--- config.mk ---
export PLATFORM = sky130hd
export DESIGN_NAME = seg7_driver
export DESIGN_NICKNAME = d
export VERILOG_FILES = /design/src/rtl/seg7_driver.sv
export SDC_FILE = /design/constraint.sdc
export NUM_CORES = 1
export LEC_CHECK = 0
export CORE_MARGIN = 3
export CORE_UTILIZATION = 49
export CTS_CLUSTER_DIAMETER = 80
export CTS_CLUSTER_SIZE = 24
export DETAILED_ROUTE_END_ITERATION = 8
export PLACE_DENSITY = 0.83
export SLEW_MARGIN = 40
export SYNTH_ARGS = -nofsm -noshare
export SYNTH_HDL_FRONTEND = slang
export SYNTH_SLANG_ARGS = --single-unit
export TNS_END_PERCENT = 10
--- constraint.sdc ---
create_clock -name clk -period 1.9 [get_ports clk]
set_clock_uncertainty 0.05 [all_clocks]
set_input_delay 0.285 -clock clk [delete_from_list [all_inputs] [get_ports clk]]
set_output_delay 0.285 -clock clk [all_outputs]
set_load 0.1 [all_outputs]
--- src/rtl/seg7_driver.sv ---
// seg7_driver: pin driver for a 4-digit multiplexed 7-segment display.
// Takes the scan multiplexer's nibble and active-low select, and registers
// hex decode, decimal point, anti-ghosting blanking and PWM dimming onto the pins.
// Optional build macro: SEG7_LZB_EN enables leading-zero blanking for digits 3..1.
module seg7_driver #(
    parameter int BLANK_CYC = 2,
    parameter int BR_W      = 4
) (
    input  logic            clk,
    input  logic            reset,
    input  logic [3:0]      digit,
    input  logic [3:0]      anode_in,
    input  logic [3:0]      dp_mask,
    input  logic [BR_W-1:0] bright,
    output logic [6:0]      seg,
    output logic            dp,
    output logic [3:0]      anode
);

    // The blank counter must hold BLANK_CYC; keep at least one bit so BLANK_CYC=0 still elaborates.
    localparam int            CW       = (BLANK_CYC < 1) ? 1 : $clog2(BLANK_CYC + 1);
    localparam logic [CW-1:0] BLANK_LD = CW'(BLANK_CYC);

    logic [3:0]      a_q;
    logic [3:0]      d_q;
    logic [CW-1:0]   blank_cnt;
    logic [BR_W-1:0] pwm_cnt;
    logic            lit;
    logic            valid;
    logic [1:0]      idx;
    logic [6:0]      seg_dec;
    logic            lz_sup;
    logic            dark;

    // Stage 1: capture select/nibble and restart the blank window whenever the select moves.
    always_ff @(posedge clk or negedge reset) begin
        if (!reset) begin
            a_q       <= 4'b1111;
            d_q       <= 4'h0;
            blank_cnt <= '0;
        end else begin
            a_q <= anode_in;
            d_q <= digit;
            if (anode_in != a_q) begin
                blank_cnt <= BLANK_LD;
            end else if (blank_cnt != '0) begin
                blank_cnt <= blank_cnt - 1'b1;
            end
        end
    end

    // Free-running PWM phase counter; wraps naturally at 2^BR_W.
    always_ff @(posedge clk or negedge reset) begin
        if (!reset) begin
            pwm_cnt <= '0;
        end else begin
            pwm_cnt <= pwm_cnt + 1'b1;
        end
    end

    // Select validity and digit index: exactly one zero bit is a real digit.
    always_comb begin
        valid = 1'b0;
        idx   = 2'd0;
        case (a_q)
            4'b0111: begin valid = 1'b1; idx = 2'd3; end
            4'b1011: begin valid = 1'b1; idx = 2'd2; end
            4'b1101: begin valid = 1'b1; idx = 2'd1; end
            4'b1110: begin valid = 1'b1; idx = 2'd0; end
            default: begin valid = 1'b0; idx = 2'd0; end
        endcase
    end

    // Brightness gate: all-ones is forced full-on so it never drops a PWM slot.
    always_comb begin
        lit = (bright == {BR_W{1'b1}}) || (pwm_cnt < bright);
    end

    // Hex to active-low segments, bit order {g,f,e,d,c,b,a}.
    always_comb begin
        seg_dec = 7'b1111111;
        case (d_q)
            4'h0: seg_dec = 7'b1000000;
            4'h1: seg_dec = 7'b1111001;
            4'h2: seg_dec = 7'b0100100;
            4'h3: seg_dec = 7'b0110000;
            4'h4: seg_dec = 7'b0011001;
            4'h5: seg_dec = 7'b0010010;
            4'h6: seg_dec = 7'b0000010;
            4'h7: seg_dec = 7'b1111000;
            4'h8: seg_dec = 7'b0000000;
            4'h9: seg_dec = 7'b0010000;
            4'hA: seg_dec = 7'b0001000;
            4'hB: seg_dec = 7'b0000011;
            4'hC: seg_dec = 7'b1000110;
            4'hD: seg_dec = 7'b0100001;
            4'hE: seg_dec = 7'b0000110;
            4'hF: seg_dec = 7'b0001110;
            default: seg_dec = 7'b1111111;
        endcase
    end

`ifdef SEG7_LZB_EN
    logic lz_run;

    // Leading-zero run: armed by a zero on digit 3, carried while digits 2 and 1 stay zero.
    always_ff @(posedge clk or negedge reset) begin
        if (!reset) begin
            lz_run <= 1'b0;
        end else if (valid) begin
            if (idx == 2'd3) begin
                lz_run <= (d_q == 4'h0);
            end else if (d_q != 4'h0) begin
                lz_run <= 1'b0;
            end
        end
    end

    // Suppress segments of a leading zero; digit 0 always shows.
    always_comb begin
        lz_sup = (idx != 2'd0) && (d_q == 4'h0) && ((idx == 2'd3) || lz_run);
    end
`else
    // Leading-zero blanking not built: every digit decodes normally.
    always_comb begin
        lz_sup = 1'b0;
    end
`endif

    // Pins are dark while blanking, outside the PWM on-phase, or with a bad select.
    always_comb begin
        dark = (blank_cnt != '0) || !lit || !valid;
    end

    // Stage 2: registered pin drivers.
    always_ff @(posedge clk or negedge reset) begin
        if (!reset) begin
            anode <= 4'b1111;
            seg   <= 7'b1111111;
            dp    <= 1'b1;
        end else if (dark) begin
            anode <= 4'b1111;
            seg   <= 7'b1111111;
            dp    <= 1'b1;
        end else begin
            anode <= a_q;
            seg   <= lz_sup ? 7'b1111111 : seg_dec;
            dp    <= ~dp_mask[idx];
        end
    end

endmodule

Word-level counts from Yosys, hierarchy flattened
Memories as Yosys holds them, arrays and structs flattened.
Index checks and enable logic that the tools add are counted.
{"block": "word_totals", "reg_bits": 26, "latchBits": 0, "ramBits": 0, "romBits": 112, "inputBits": 18, "word_cells": 36, "mem_count": 1}
{"block": "op_classes", "addsub": 2, "n_mul": 0, "div_mod_pow": 0, "magnitude_cmp": 2, "n_eq_ne": 6, "shift": 0, "n_mux": 9, "bitwise_logic": 1, "n_reduce_logical": 8}
{"memory": "(no name shown)", "depth": 16, "width": 7, "rd": 1, "rd_clocked_by_memory_dff": 0, "wr": 0, "line": "82", "rtl": "case (d_q)"}
{"cell": "4-bit equality test, second input constant", "count": 4}
{"cell": "7-bit two-way mux", "count": 1}
{"cell": "2-bit case mux with 3 select lines", "count": 1}
{"cell": "4-bit by 1-bit adder with 4-bit output, second input constant", "count": 1}
{"cell": "4-bit by 3-bit equality test with 1-bit output, second input constant", "count": 1}
{"cell": "4-bit < comparator", "count": 1}
{"cell": "2-bit two-way mux", "count": 2}
{"cell": "4-bit two-way mux", "count": 1}
{"cell": "4-bit != test", "count": 1}
{"cell": "2-bit nonzero test", "count": 2}
{"cell": "4-bit OR reduction", "count": 1}
{"cell": "1-bit logical OR", "count": 3}
{"cell": "2-bit by 3-bit < comparator with 1-bit output, second input constant", "count": 1}
{"cell": "1-bit two-way mux", "count": 3}
{"cell": "1-bit binary-select mux with 2-bit select", "count": 1}
{"cell": "1-bit zero test", "count": 2}
{"cell": "2-bit by 1-bit subtractor with 2-bit output, second input constant", "count": 1}
{"cell": "1-bit NOT", "count": 1}

Depth between registers and ports, before layout
{"block": "depth", "depth_word": 6, "ltp_mapped": 6, "depth_no_buf": 6}

Worst setup path after synthesis
Ideal clock, no wire load.
{"block": "synth_timing", "kind": "flip-flop to flip-flop", "startpoint": "register a_q[3]", "endpoint": "register seg[5]", "setup_time_ps": 104, "t_arrival_ps": 1545, "t_required_ps": 1746, "slack_ps": 202, "stages_incl_launch_ff": 6, "path_buffers": 1, "synth_period_minus_slack_ps": 1698, "cell_sequence": "dfstp_2 -> buf_6 -> xnor2_1 -> a211o_1 -> a221oi_4 -> o311ai_1"}
{"block": "synth_between", "elab_chain_cells": 6}
{"item": "start, declared", "line": "24", "rtl": "logic [3:0] a_q;"}
{"item": "start signal, assigned", "line": "42", "rtl": "a_q <= anode_in;"}
{"item": "4-bit equality test / 4-bit by 3-bit equality test with 1-bit output (equally long branches)", "line": "65", "rtl": "case (a_q)"}
{"item": "4-bit OR reduction (no source line) (*)"}
{"item": "1-bit two-way mux (*)", "line": "65"}
{"item": "1-bit zero test (*)", "line": "132", "rtl": "dark = (blank_cnt != '0) || !lit || !valid;"}
{"item": "1-bit logical OR (*)", "line": "132"}
{"item": "7-bit two-way mux (*)", "line": "141", "rtl": "end else if (dark) begin"}
{"item": "end signal, assigned", "line": "147", "rtl": "seg <= lz_sup ? 7'b1111111 : seg_dec;"}
{"item": "end, declared", "line": "15", "rtl": "output logic [6:0] seg,"}
Mark *: on every way between the ends. The rest lies on a longest branch, timed or not.
A chain may end at the register's enable or synchronous reset.

Worst setup path in the final report
{"block": "layout_timing", "startpoint": "input port bright[2]", "endpoint": "register anode[2]"}
{"block": "layout_between", "elab_chain_cells": 6}
{"item": "start, declared", "line": "14", "rtl": "input logic [BR_W-1:0] bright,"}
{"item": "4-bit < comparator / 4-bit equality test (equally long branches)", "line": "76", "rtl": "lit = (bright == {BR_W{1'b1}}) || (pwm_cnt < bright);"}
{"item": "1-bit logical OR (*)", "line": "76"}
{"item": "1-bit zero test (*)", "line": "132"}
{"item": "1-bit logical OR (*) (2 in series)", "line": "132"}
{"item": "4-bit two-way mux (*)", "line": "141"}
{"item": "end signal, assigned", "line": "146", "rtl": "anode <= a_q;"}
{"item": "end, declared", "line": "17", "rtl": "output logic [3:0] anode"}
Marked as above.

==> results.sh <==
export IMPL_timing_critical_path_arrival_ns=2.11
export IMPL_core_region_area_um2=2520
export IMPL_totalPowerFinal_mw=1.15
export IMPL_die_width_um=58.2
export IMPL_clockBufferDepth=2
export IMPL_crit_path_cell_trace="clkdlybuf4s50_1 -> inv_1 -> ha_1 -> a21oi_1 -> o21ai_2 -> a211o_1 -> or3_1"
export IMPL_tritoncts="built"
export IMPL_drt_pass1_iterations=4
export IMPL_vdd_drop_max_v=0.000526
export IMPL_worst_pin_slew_ns=0.443
export IMPL_num_antenna_cells=0
export IMPL_worst_endpoint_required_ns=2.12
export IMPL_crit_reg2reg_capture="anode[2]"
export IMPL_run_status="finished, final reports clean"
export IMPL_synthesis_yosys_warnings=0
export IMPL_route_detailed_vias_per_inst=5.63
export IMPL_place_ws_ns=-0.273
export IMPL_crit_fanout=4
export IMPL_fillerInstances=172
export IMPL_max_stage_delay_ns=0.48
export IMPL_post_route_worst_setup_slack_ns=0.0154
export IMPL_maximum_number_of_pins_on_one_net_before_global_route_repair=27
export IMPL_core_rowCount=18
export IMPL_hold_class="input port to async pin"
export IMPL_reg2reg_from="pwm_cnt[2]"
export IMPL_stdcell_count=183
export IMPL_critical_path_depth=7
export IMPL_worstSetupStartpointType="input port"
export IMPL_placement_io_buffers=29
export IMPL_synth_edff_count=0
export IMPL_nNetsFinal=183
export IMPL_detailed_placer_s_ending_hpwl_um=2100
export IMPL_avgSynthCellArea_um2=11.1
export IMPL_design_portCount=30
export IMPL_most_used_flip_flop_cell_after_synthesis="sky130_fd_sc_hd__dfstp_2"
export IMPL_clock_tree_root_cell="sky130_fd_sc_hd__clkbuf_4"
export IMPL_dp_cells=178
export IMPL_worst_skew_pair_late_latency_ns=0.33
export IMPL_dr_wl_met3_um=143
export IMPL_power_static_leakage_nw=0.817
export IMPL_regToRegSetupSlack_ns=0.06
export IMPL_cellPowerDensity_nw_per_um2=624
export IMPL_yosysSeqAreaShare=0.503
export IMPL_crit_type="input port to flop"
export IMPL_finalWorstPathRequiredPeriod_ns=1.88
export IMPL_top_layer="met4"
export IMPL_setup_viol=0
export IMPL_slew_violations=0
export IMPL_die_area_um2=3380
export IMPL_synth_seq_cells=26
export IMPL_synth_cell_area_um2=1330
export IMPL_wl_met1_um=1150
export IMPL_area_growth_synth_to_final_pct=38.0
export IMPL_detail_route_wirelength_um=2820
export IMPL_gpl_final_weighted_congestion=0.829
export IMPL_first_pass_grt_wire_length_um=4600
export IMPL_max_cap_viol_count=0
export IMPL_grt_pass1_vias=1021
export IMPL_clock_pin_slew_reported_for_the_worst_setup_and_hold_paths_after_clock_tree_synthesis_ns=0.14
export IMPL_vias=1031
export IMPL_crit_path_end_kind="flop"
export IMPL_finalHoldViolations=0
export IMPL_drc_violations=0
export IMPL_synth_lib_cells_used_distinct=31
export IMPL_worst_path_buf_inv=2
export IMPL_clock_sinks=26
export IMPL_multi_input_gate_area_in_the_final_layout_um2=589
export IMPL_mappedNetlistNets=149
export IMPL_drive_gt1_frac=0.261
export IMPL_overflow=0
export IMPL_achievable_frequency_mhz=531
export IMPL_critical_path_top_delay_family="compound AO/OA/AOI/OAI gates"
export IMPL_drtIter0Drc=17
export IMPL_post_drt_wl_per_cell_um=15.4
export IMPL_htree_num_levels=1
export IMPL_slowest_stage="sky130_fd_sc_hd__clkdlybuf4s50_1"
export IMPL_starting_utilization_of_the_core_area=0.528
export IMPL_antenna_violating_nets_post_route=0
export IMPL_number_of_buffers_inserted_during_clock_tree_synthesis=3
export IMPL_max_slew_margin=0.705
export IMPL_worst_hold_slack_ns=0.241
export IMPL_route_met2_wl_um=1430
export IMPL_timing_setup_tns_ns=0
export IMPL_synthArstFlopShare=1.00
export IMPL_final_min_period_over_clock_period=0.992
export IMPL_final_seq_area_um2=671
export IMPL_synth_cells=120
export IMPL_worstRegToRegCells=5
export IMPL_fp_dieH_um=58.2
export IMPL_grt_total_usage=0.183
export IMPL_initial_antenna_violation_count=0
[cell families (layout without fill, tap and decap cells)]
logic type      count (synthesis)  count (layout)  share of synthesized area
mux                             1               1                    0.00751
buf+inv                        16              49                     0.0573
fa+ha+maj                      11              11                      0.103
xor+xnor                        8               8                     0.0526
simple gates                   32              32                      0.127
compound gates                 26              26                      0.149
flops                          26              26                      0.503
[routing by layer]
layer	GRT usage	vias up
met1	0.206	503
met3	0.0401	6
met5	0	-
met4	0.0993	0
met2	0.321	36
li1	-	486
[cell usage after synthesis, types with 3 or more instances]
master,count,area share
sky130_fd_sc_hd__a211o_1,4,0.026
sky130_fd_sc_hd__a21oi_1,3,0.011
sky130_fd_sc_hd__dfrtp_1,10,0.19
sky130_fd_sc_hd__dfstp_2,16,0.32
sky130_fd_sc_hd__ha_1,11,0.10
sky130_fd_sc_hd__inv_1,11,0.031
sky130_fd_sc_hd__nand2_1,12,0.034
sky130_fd_sc_hd__nand2b_1,4,0.019
sky130_fd_sc_hd__nand3_1,3,0.011
sky130_fd_sc_hd__nor2_1,3,0.0085
sky130_fd_sc_hd__o211ai_1,7,0.039
sky130_fd_sc_hd__o21ai_0,6,0.023
sky130_fd_sc_hd__xnor2_1,6,0.039
[state kept, by name, indices dropped and copies added (netlist names)]
name,cells
seg,7
a_q,4
anode,4
d_q,4
pwm_cnt,4
blank_cnt,2
dp,1
[power breakdown]
part / switching, mW / internal (mW)
sequential: 0.0235 / 0.574
combinational: 0.0838 / 0.0820
clock: 0.170 / 0.214
total: 0.278 / 0.870
[metrics by stage]
step           instance area, um2  utilization
5_1_grt                      1840        0.729
3_5_place_dp                 1780        0.704
6_report                     1840        0.729
2_1_floorplan                1330            -
4_1_cts                      1830        0.725
3_3_place_gp                 1780        0.704
[worst max-delay path by stage]
stage | from | to | slack, ns
finish | bright[2] | anode[2] | 0.02
floorplan | a_q[3] | seg[5] | 0.20
CTS | a_q[2] | seg[0] | 0.04
global placement | bright[2] | anode[2] | -0.22
global route | bright[2] | anode[2] | -0.03
detailed placement | bright[2] | anode[2] | -0.27
[what timing repair did]
action                                  in CTS  in global routing
gates resized for setup                      0                  1
hold buffers                                 0                  0
setup buffers                                0                  1
endpoints found under the setup margin       0                  8
[placed cells by master (no fill, tap or decap), types with 3 or more instances in the layout]
cell type	synthesis	layout
sky130_fd_sc_hd__nor2_1	3	3
sky130_fd_sc_hd__dfrtp_1	10	10
sky130_fd_sc_hd__xnor2_1	6	6
sky130_fd_sc_hd__a21oi_1	3	3
sky130_fd_sc_hd__clkdlybuf4s50_1	0	17
sky130_fd_sc_hd__buf_12	0	12
sky130_fd_sc_hd__nand2_1	12	12
sky130_fd_sc_hd__o21ai_0	6	6
sky130_fd_sc_hd__nand3_1	3	3
sky130_fd_sc_hd__o211ai_1	7	7
sky130_fd_sc_hd__inv_1	11	11
sky130_fd_sc_hd__clkbuf_4	0	3
sky130_fd_sc_hd__a211o_1	4	4
sky130_fd_sc_hd__buf_4	0	5
sky130_fd_sc_hd__ha_1	11	11
sky130_fd_sc_hd__dfstp_2	16	16
sky130_fd_sc_hd__nand2b_1	4	4
[cell type report]
type / count / share of cell area
Clock inverter: 1 / 0.0163
Multi-Input combinational cell: 78 / 0.320
Clock buffer: 3 / 0.0122
Timing Repair Buffer: 34 / 0.244
Inverter: 11 / 0.0224
Tap cell: 30 / 0.0204
Sequential cell: 26 / 0.365
(Power assumes the default switching activity.)
